<file path="config.mk">
export PLATFORM = sky130hd
export DESIGN_NAME = ddr3_cmd_seq
export DESIGN_NICKNAME = d
export VERILOG_FILES = /design/src/rtl/ddr3_cmd_seq.sv
export SDC_FILE = /design/constraint.sdc
export NUM_CORES = 1
export LEC_CHECK = 0
export ABC_AREA = 1
export BUFFER_PORTS_ARGS = -buffer_cell sky130_fd_sc_hd__buf_4
export CORE_ASPECT_RATIO = 0.8
export CORE_MARGIN = 1.5
export CORE_UTILIZATION = 30
export DETAILED_ROUTE_END_ITERATION = 7
export GPL_ROUTABILITY_DRIVEN = 0
export GPL_TIMING_DRIVEN = 0
export SLEW_MARGIN = 20
export SYNTH_ARGS = -nofsm -noshare
export SYNTH_HDL_FRONTEND = slang
export SYNTH_SLANG_ARGS = --single-unit
</file>
<file path="constraint.sdc">
create_clock -name clk_i -period 11.1 [get_ports clk_i]
set_clock_uncertainty 0.15 [all_clocks]
set_input_delay 2.22 -clock clk_i [delete_from_list [all_inputs] [get_ports clk_i]]
set_output_delay 2.22 -clock clk_i [all_outputs]
set_load 0.05 [all_outputs]
</file>
<file path="src/rtl/ddr3_cmd_seq.sv">
// ddr3_cmd_seq: single-request DDR3 command sequencer with per-bank open-row tracking and periodic refresh
module ddr3_cmd_seq #(
    parameter int NUM_BANKS = 8,
    parameter int ROW_W     = 15,
    parameter int COL_W     = 10,
    parameter int T_RCD     = 5,
    parameter int T_RP      = 5,
    parameter int T_RFC     = 10,
    parameter int T_REFI    = 780,
    localparam int BA_W     = $clog2(NUM_BANKS)
) (
    input  logic             clk_i,
    input  logic             reset_i,
    input  logic             init_done_i,
    input  logic             req_valid_i,
    output logic             req_ready_o,
    input  logic             req_write_i,
    input  logic             req_ap_i,
    input  logic [BA_W-1:0]  req_bank_i,
    input  logic [ROW_W-1:0] req_row_i,
    input  logic [COL_W-1:0] req_col_i,
    output logic             cs_o,
    output logic             ras_o,
    output logic             cas_o,
    output logic             we_o,
    output logic [ROW_W-1:0] addr_o,
    output logic [BA_W-1:0]  ba_o,
    output logic             cmd_done_o,
    output logic             ref_late_o
);
    localparam int T_MAX = (T_RCD > T_RP) ? ((T_RCD > T_RFC) ? T_RCD : T_RFC) : ((T_RP > T_RFC) ? T_RP : T_RFC);
    localparam int CW    = $clog2(T_MAX + 1);
    localparam int RCW   = $clog2(T_REFI);
    localparam logic [3:0] C_DES = 4'b1111, C_NOP = 4'b0111, C_ACT = 4'b0011, C_RD = 4'b0101,
                           C_WR  = 4'b0100, C_PRE = 4'b0010, C_REF = 4'b0001;

    typedef enum logic [3:0] {
        S_IDLE, S_PRE, S_PRE_WAIT, S_ACT, S_ACT_WAIT, S_RW, S_PREA, S_PREA_WAIT, S_REF, S_REF_WAIT
    } state_t;

    state_t             state_q, state_d;
    logic [CW-1:0]      cnt_q, cnt_d;
    logic [RCW-1:0]     rcnt_q, rcnt_d;
    logic               pend_q, pend_d, apw_q, apw_d;
    logic [NUM_BANKS-1:0] open_q, open_d;
    logic [ROW_W-1:0]   tab_row_q [NUM_BANKS];
    logic               wr_q, wr_d, ap_q, ap_d;
    logic [BA_W-1:0]    bank_q, bank_d;
    logic [ROW_W-1:0]   row_q, row_d;
    logic [COL_W-1:0]   col_q, col_d;
    logic [3:0]         cmd_q, cmd_d;
    logic [ROW_W-1:0]   addr_q, addr_d;
    logic [BA_W-1:0]    ba_q, ba_d;
    logic               ready_q, ready_d, done_q, done_d, late_q, late_d;
    logic               accept, hit, wrap;

    assign accept = req_valid_i & ready_q;
    assign hit    = open_q[req_bank_i] && (tab_row_q[req_bank_i] == req_row_i);
    assign wrap   = init_done_i && (rcnt_q == RCW'(T_REFI - 1));

    // State register
    always_ff @(posedge clk_i or posedge reset_i) begin
        if (reset_i) state_q <= S_IDLE;
        else         state_q <= state_d;
    end

    // Next-state: refresh takes priority in IDLE; an accepted request always runs to completion
    always_comb begin
        state_d = state_q;
        unique case (state_q)
            S_IDLE:      if (init_done_i && pend_q) state_d = (|open_q) ? S_PREA : S_REF;
                         else if (accept)           state_d = hit ? S_RW : (open_q[req_bank_i] ? S_PRE : S_ACT);
            S_PRE:       state_d = S_PRE_WAIT;
            S_PRE_WAIT:  if (cnt_q == '0) state_d = apw_q ? S_IDLE : S_ACT;
            S_ACT:       state_d = S_ACT_WAIT;
            S_ACT_WAIT:  if (cnt_q == '0) state_d = S_RW;
            S_RW:        state_d = ap_q ? S_PRE_WAIT : S_IDLE;
            S_PREA:      state_d = S_PREA_WAIT;
            S_PREA_WAIT: if (cnt_q == '0) state_d = S_REF;
            S_REF:       state_d = S_REF_WAIT;
            S_REF_WAIT:  if (cnt_q == '0) state_d = S_IDLE;
            default:     state_d = S_IDLE;
        endcase
    end

    // Datapath next values: wait counter, refresh timer, bank table and latched request
    always_comb begin
        unique case (state_q)
            S_PRE, S_PREA:                          cnt_d = CW'(T_RP - 2);
            S_ACT:                                  cnt_d = CW'(T_RCD - 2);
            S_REF:                                  cnt_d = CW'(T_RFC - 1);
            S_RW:                                   cnt_d = CW'(T_RP - 1);
            S_PRE_WAIT, S_ACT_WAIT, S_PREA_WAIT, S_REF_WAIT: cnt_d = cnt_q - 1'b1;
            default:                                cnt_d = '0;
        endcase
        apw_d  = (state_q == S_RW) ? ap_q : (apw_q & (state_q != S_IDLE));
        rcnt_d = init_done_i ? (wrap ? '0 : rcnt_q + 1'b1) : rcnt_q;
        pend_d = wrap | (pend_q & (state_d != S_REF));
        open_d = open_q;
        if (state_q == S_ACT) open_d[bank_q] = 1'b1;
        if (state_q == S_PRE || (state_q == S_RW && ap_q)) open_d[bank_q] = 1'b0;
        if (state_q == S_PREA) open_d = '0;
        wr_d   = (state_q == S_IDLE && accept) ? req_write_i : wr_q;
        ap_d   = (state_q == S_IDLE && accept) ? req_ap_i    : ap_q;
        bank_d = (state_q == S_IDLE && accept) ? req_bank_i  : bank_q;
        row_d  = (state_q == S_IDLE && accept) ? req_row_i   : row_q;
        col_d  = (state_q == S_IDLE && accept) ? req_col_i   : col_q;
    end

    // Datapath registers
    always_ff @(posedge clk_i or posedge reset_i) begin
        if (reset_i) begin
            cnt_q  <= '0;
            rcnt_q <= '0;
            pend_q <= 1'b0;
            apw_q  <= 1'b0;
            open_q <= '0;
            wr_q   <= 1'b0;
            ap_q   <= 1'b0;
            bank_q <= '0;
            row_q  <= '0;
            col_q  <= '0;
            for (int i = 0; i < NUM_BANKS; i++) tab_row_q[i] <= '0;
        end else begin
            cnt_q  <= cnt_d;
            rcnt_q <= rcnt_d;
            pend_q <= pend_d;
            apw_q  <= apw_d;
            open_q <= open_d;
            wr_q   <= wr_d;
            ap_q   <= ap_d;
            bank_q <= bank_d;
            row_q  <= row_d;
            col_q  <= col_d;
            if (state_q == S_ACT) tab_row_q[bank_q] <= row_q;
        end
    end

    // Outputs decoded from the state being entered so pins register cleanly alongside the state
    always_comb begin
        cmd_d  = init_done_i ? C_NOP : C_DES;
        addr_d = '0;
        ba_d   = '0;
        unique case (state_d)
            S_PRE:  begin cmd_d = C_PRE; ba_d = bank_d; end
            S_ACT:  begin cmd_d = C_ACT; ba_d = bank_d; addr_d = row_d; end
            S_RW:   begin cmd_d = wr_d ? C_WR : C_RD; ba_d = bank_d; addr_d[COL_W-1:0] = col_d; addr_d[10] = ap_d; end
            S_PREA: begin cmd_d = C_PRE; addr_d[10] = 1'b1; end
            S_REF:  cmd_d = C_REF;
            default: ;
        endcase
        ready_d = (state_d == S_IDLE) && init_done_i && !pend_d;
        done_d  = (state_d == S_RW);
        late_d  = wrap & pend_q & (state_d != S_REF);
    end

    // Output registers
    always_ff @(posedge clk_i or posedge reset_i) begin
        if (reset_i) begin
            cmd_q   <= C_DES;
            addr_q  <= '0;
            ba_q    <= '0;
            ready_q <= 1'b0;
            done_q  <= 1'b0;
            late_q  <= 1'b0;
        end else begin
            cmd_q   <= cmd_d;
            addr_q  <= addr_d;
            ba_q    <= ba_d;
            ready_q <= ready_d;
            done_q  <= done_d;
            late_q  <= late_d;
        end
    end

    assign {cs_o, ras_o, cas_o, we_o} = cmd_q;
    assign addr_o      = addr_q;
    assign ba_o        = ba_q;
    assign req_ready_o = ready_q;
    assign cmd_done_o  = done_q;
    assign ref_late_o  = late_q;
endmodule
</file>
-- Word-level counts from Yosys, hierarchy flattened
Cells that the tools add are included.
Widths: inputs -> output; s select.
- register bits after elaboration: 203
- input port bits: 34
- output and inout bits: 25
- logic and storage cells: 121
- $add $sub $neg: 2
- magnitude comparators: 6
- equal/unequal tests: 17
- multiplexer cells: 40
- bitwise logic cells: 11
- reductions and logical operators: 20
- operator list (kind ; number):
    $bwmux 120 ; 1
    $mux 15 ; 4
    $bmux 15 s3 ; 1
    $demux 15 s3 ; 1
    $pmux 4 s10 ; 1
    $mux 4 ; 9
    $pmux 4 s4 ; 2
    $eq 4x3->1 const B ; 6
    $mux 8 ; 3
    $mux 10 ; 2
    $pmux 10 s2 ; 1
    $eq 15x15->1 ; 1
    $eq 4x2->1 const B ; 3
    $eq 4x4->1 const B ; 3
    $logic_not 4->1 ; 3
    $add 10x1->10 const B ; 1
    $eq 10x10->1 const B ; 1
    $logic_and 1x1->1 ; 9
    $mux 3 ; 3
    $and 8x8->8 ; 1
    $eq 4x1->1 const B ; 2
    $ge 4x4->1 const B ; 2
    $lt 3x4->1 const B ; 2
    $not 3->4 ; 2
    20 further kinds ; 32

-- Depth between registers and ports, before layout
- depth in word-level cells: 15
- mapped depth: 22
- mapped depth without buffers: 18

-- Worst setup path after synthesis
OpenSTA, ideal clock, no wires.
- path kind: input to register
- start point: input port req_bank_i[0]
- end point: register addr_q[10] (netlist: addr_o[10])
- library setup time: 0.124 ns
- arrival: 3.719 ns
- required time: 10.826 ns
- slack: 7.106 ns
- stages on the path: 20
- buffers on the path: 4
- path through: buf_6 -> inv_4 -> buf_6 -> buf_6 -> nand2_1 -> nand3_1 -> nand3_1 -> a21oi_1 -> nor2_1 -> nand2_1 -> nor2_1 -> nand2_1 -> nand2_1 -> nand2_2 -> nand2_4 -> nand2_2 -> inv_2 -> buf_6 -> nand2_1 -> nand3_1
- cells in the longest elaborated chain, start to end: 12
- ends and longest elaborated chain (element ; line ; RTL):
    from (decl) ; 19 ; input logic [BA_W-1:0] req_bank_i,
    $not 3->4 (not written as such) ; 58 ; assign hit = open_q[req_bank_i] && (tab_row_q[req_bank_i] == req_row_i);
    $bmux 15 s3 ; 58 ;
    $mux 15 (not written as such) (2 in series) ; 58 ;
    $eq 15x15->1 ; 58 ;
    $logic_and 1x1->1 (*) ; 58 ;
    $mux 3 (*) ; 72 ; else if (accept) state_d = hit ? S_RW : (open_q[req_bank_i] ? S_PRE : S_ACT);
    $mux 4 (*) ; 72 ;
    $mux 4 (*) ; 71 ; S_IDLE: if (init_done_i && pend_q) state_d = (|open_q) ? S_PREA : S_REF;
    $pmux 4 s10 (*) ; 70 ; unique case (state_q)
    net state_d[2] ; 41 ; state_t state_q, state_d;
    $eq 4x3->1 (*) ; n/a ;
    net done_d ; 54 ; logic ready_q, ready_d, done_q, done_d, late_q, late_d;
    $pmux 1 s3 (*) ; 144 ; unique case (state_d)
    net addr_d[10] ; 52 ; logic [ROW_W-1:0] addr_q, addr_d;
    to (signal assigned) ; 168 ; addr_q <= addr_d;
    to (decl) ; 52 ;
The timed path passes the listed nets; every way through them passes the cells marked *. The select of a mux whose other input is x is not followed.
A chain may end at the register's enable or synchronous reset.

-- Worst setup path after layout
- start point: input port req_bank_i[2]
- end point: register addr_q[9] (netlist: addr_o[9])
- cells in the longest elaborated chain, start to end: 12
- ends and longest elaborated chain (element ; line):
    $not 3->4 (not written as such) ; 58
    $bmux 15 s3 ; 58
    $mux 15 (not written as such) (2 in series) ; 58
    $eq 15x15->1 ; 58
    $logic_and 1x1->1 (*) ; 58
    $mux 3 (*) ; 72
    $mux 4 (*) ; 72
    $mux 4 (*) ; 71
    $pmux 4 s10 (*) ; 70
    net state_d[2] ; 41
    $eq 4x3->1 (*) ; n/a
    net done_d ; 54
    $pmux 10 s2 (*) ; 144
    net addr_d[9] ; 52
Marked as above.

==> impl_metrics.tcl <==
set metrics [dict create \
    placedInstanceArea_um2 10700 \
    synth-seq-area-share_pct 52.2 \
    grt_start_max_net_pins 103 \
    crit_type "in -> reg" \
    vias_in_the_first_global_route 8285 \
    post-synth-top-area-fraction_pct 51.1 \
    layout_commonest_cell "sky130_fd_sc_hd__nand2_1" \
    yosysWarningCount 0 \
    remaining_drc_errors 0 \
    cts.repair.resized 0 \
    numCtsBuffers 21 \
    postSynthCellCount 1275 \
    ioPinCount 59 \
    layout_common_cells "386 x sky130_fd_sc_hd__nand2_1, 199 x sky130_fd_sc_hd__dfrtp_1, 195 x sky130_fd_sc_hd__inv_1, 151 x sky130_fd_sc_hd__o21ai_0, 107 x sky130_fd_sc_hd__nand3_1" \
    netlist_cell_types 38 \
    leakage_uw 0.00567 \
    groute.usage.overall_pct 18.0 \
    crit_arrival_ns 4.82 \
    synth_compound_gate_area_share_pct 9.72 \
    syn_area_per_cell_um2 7.64 \
    maximum_level_of_the_cts_h_tree 1 \
    status "finished, final reports clean" \
    nets 1390 \
    die_height_um 164 \
    ant_nets 0 \
    post_synthesis_xor_xnor_area_fraction_pct 0.359 \
    power_uw 2860 \
    synthToLayoutAreaGrowth_pct 16.9 \
    cp-start-kind "input pin" \
    worst_pin_slew_ns 0.998 \
    drive_gt1_share_pct 10.3 \
    postCtsSetupRepairBufs 0 \
    max-cap-violations 0 \
    tritoncts_clock_tree "yes" \
    achievable-frequency_mhz 219 \
    timing.setup.tns_ns 0 \
    power.ir.vdd_worst_v 0.0000940 \
    detail_route.wirelength_um 29600 \
    dieWidth_um 205 \
    floorplan.initialDensity_pct 30.7 \
    post_route_cell_area_um2 11400 \
    synth_fp_nets 1311 \
    class_of_the_most_critical_hold_timing_path "reg -> reg" \
    clk_pin_slew_worst_paths_ns 0.06 \
    timing.final.hold_violations 0 \
    drt-wirelength-per-cell_um 16.6 \
    n_antenna_cell 0 \
    synth.mux.area_fraction_pct 0 \
    detail_route.vias_per_cell 4.83 \
    clk_latency_ns 0.50 \
    cts_hold_buf 0 \
    timing.critical_path.to_type "flop" \
    post_synth_instance_area_um2 9750 \
    port-buffer-count 54 \
    rsz_0062_raised_after_global_routing "no" \
    worst_ep_required_time_ns 11.36 \
    combinational_family_with_the_most_area_after_synthesis "simple AND/OR/NAND/NOR gates" \
    clock_sinks 203 \
    clock-root-buffer "sky130_fd_sc_hd__clkbuf_16" \
    p_per_area_nw_per_um2 251 \
    dieArea_um2 33600 \
    period_minus_slack_ns 4.56 \
    min_period_over_period_pct 41.1 \
    grt_overflow 0 \
    worstPathMaxFanout 10 \
    clock_path_buffers 3 \
    number_of_placement_rows 58 \
    slew-limit-headroom_pct 33.2 \
    fp.coreArea_um2 31700 \
    synth-simple-area-share_pct 26.4 \
    yosys.area_share.adder_pct 0.257 \
    ys_top_cells_by_area "sky130_fd_sc_hd__dfrtp_1 51%, sky130_fd_sc_hd__nand2_1 15%, sky130_fd_sc_hd__o21ai_0 7.8%" \
    postSynthRegisterBits 203 \
    setup_viol_count_final 0 \
    antenna_found_initial 0 \
    n_fill_cell 3272 \
    synth_top_area_cell "sky130_fd_sc_hd__dfrtp_1" \
    drt_first_iter_violations 792 \
    maxSlewViolCount 0 \
    place_hpwl_um 21400 \
    grt_pass1_wl_um 46700 \
    num_vias 8637 \
    drt_pass1_iterations 6 \
]
==> cell type report <==
| cell class | instances | area, µm² | area share [%] |
|---|---|---|---|
| repair buffers | 56 | 460 | 4.04 |
| multi-input cells | 801 | 3580 | 31.4 |
| plain buffers | 69 | 318 | 2.79 |
| well taps | 420 | 526 | 4.61 |
| clock inverters | 6 | 55.1 | 0.483 |
| flip-flops and latches | 203 | 5080 | 44.6 |
| inverters | 202 | 768 | 6.74 |
| clock buffers | 31 | 603 | 5.29 |
==> state kept, by name, summed over array words and instances (netlist names) <==
register     cells
addr_o          15
ap_q             1
apw_q            1
ba_o             3
bank_q           3
cmd_done_o       1
cmd_q            4
cnt_q            4
col_q           10
open_q           8
pend_q           1
rcnt_q          10
ref_late_o       1
req_ready_o      1
row_q           15
state_q          4
tab_row_q      120
wr_q             1
==> critical path: stages <==
cell and delay (ns):
sky130_fd_sc_hd__buf_2 0.25, sky130_fd_sc_hd__buf_1 0.58, sky130_fd_sc_hd__nand3_1 0.21, sky130_fd_sc_hd__nand3b_1 0.13, sky130_fd_sc_hd__nand2_1 0.06, sky130_fd_sc_hd__nor2_1 0.11
sky130_fd_sc_hd__nand2_1 0.07, sky130_fd_sc_hd__nor2_1 0.24, sky130_fd_sc_hd__nand2_1 0.15, sky130_fd_sc_hd__nand2_1 0.09, sky130_fd_sc_hd__nand2_2 0.08, sky130_fd_sc_hd__nand2_4 0.09
sky130_fd_sc_hd__nand2_2 0.10, sky130_fd_sc_hd__inv_2 0.12, sky130_fd_sc_hd__buf_6 0.15, sky130_fd_sc_hd__nand2_1 0.06, sky130_fd_sc_hd__o21ai_1 0.10
==> power breakdown <==
part           switching (µW)  internal (µW)
clock network             294            399
registers                 105           1020
logic                     735            315
==> synth_stat cells, drive strengths merged <==
cell      n
a21oi     9
a221oi    5
a31o      1
a31oi     1
and2      4
buf      26
clkbuf   43
clkinv    2
dfrtp   199
dfstp     4
ha        2
inv     200
nand2   389
nand3   107
nand3b    8
nand4     6
nor2     67
nor3     20
nor4      3
o211ai    1
o21ai   165
o22ai     1
or2       8
xnor2     1
xor2      3
==> metrics by stage <==
stage               cells  util, %  setup WS [ns]  hold WS (ns)
floorplan            1275        -           3.20         0.288
global placement     1749     33.7          0.665         0.303
detailed placement   1751     33.9           6.14         0.307
CTS                  1788     35.9           6.64         0.321
global route         1788     35.9           6.40         0.347
finish               1788     35.9           6.54         0.317
==> routing by layer <==
metal | global-route usage [%] | routed length, µm | part of all wire (%)
met1 | 26.2 | 13600 | 46
met2 | 27.3 | 12700 | 43
met3 | 3.59 | 2640 | 8.9
met4 | 4.48 | 760 | 2.6
met5 | 0 | 0 | 0
==> final timing paths <==
kind | start | endpoint | slack (ns) | cells past startpoint
worst min-delay path | col_q[5] | col_q[5] | 0.32 | 2
worst min register to register | col_q[5] | col_q[5] | 0.32 | 2
worst max register to register | state_q[2] | tab_row_q[8] | 7.96 | 9
min in group asynchronous | reset_i | rcnt_q[9] | 1.56 | 2
max in group asynchronous | reset_i | tab_row_q[84] | 8.41 | 3
worst max-delay path | req_bank_i[2] | addr_o[9] | 6.54 | 17
==> kinds of logic after synthesis <==
group / after synthesis
compound gates: 183
xor+xnor: 4
fa+ha+maj: 2
buf+inv: 271
flops: 203
simple gates: 612
Note: power is estimated with default switching activity, not from simulation.
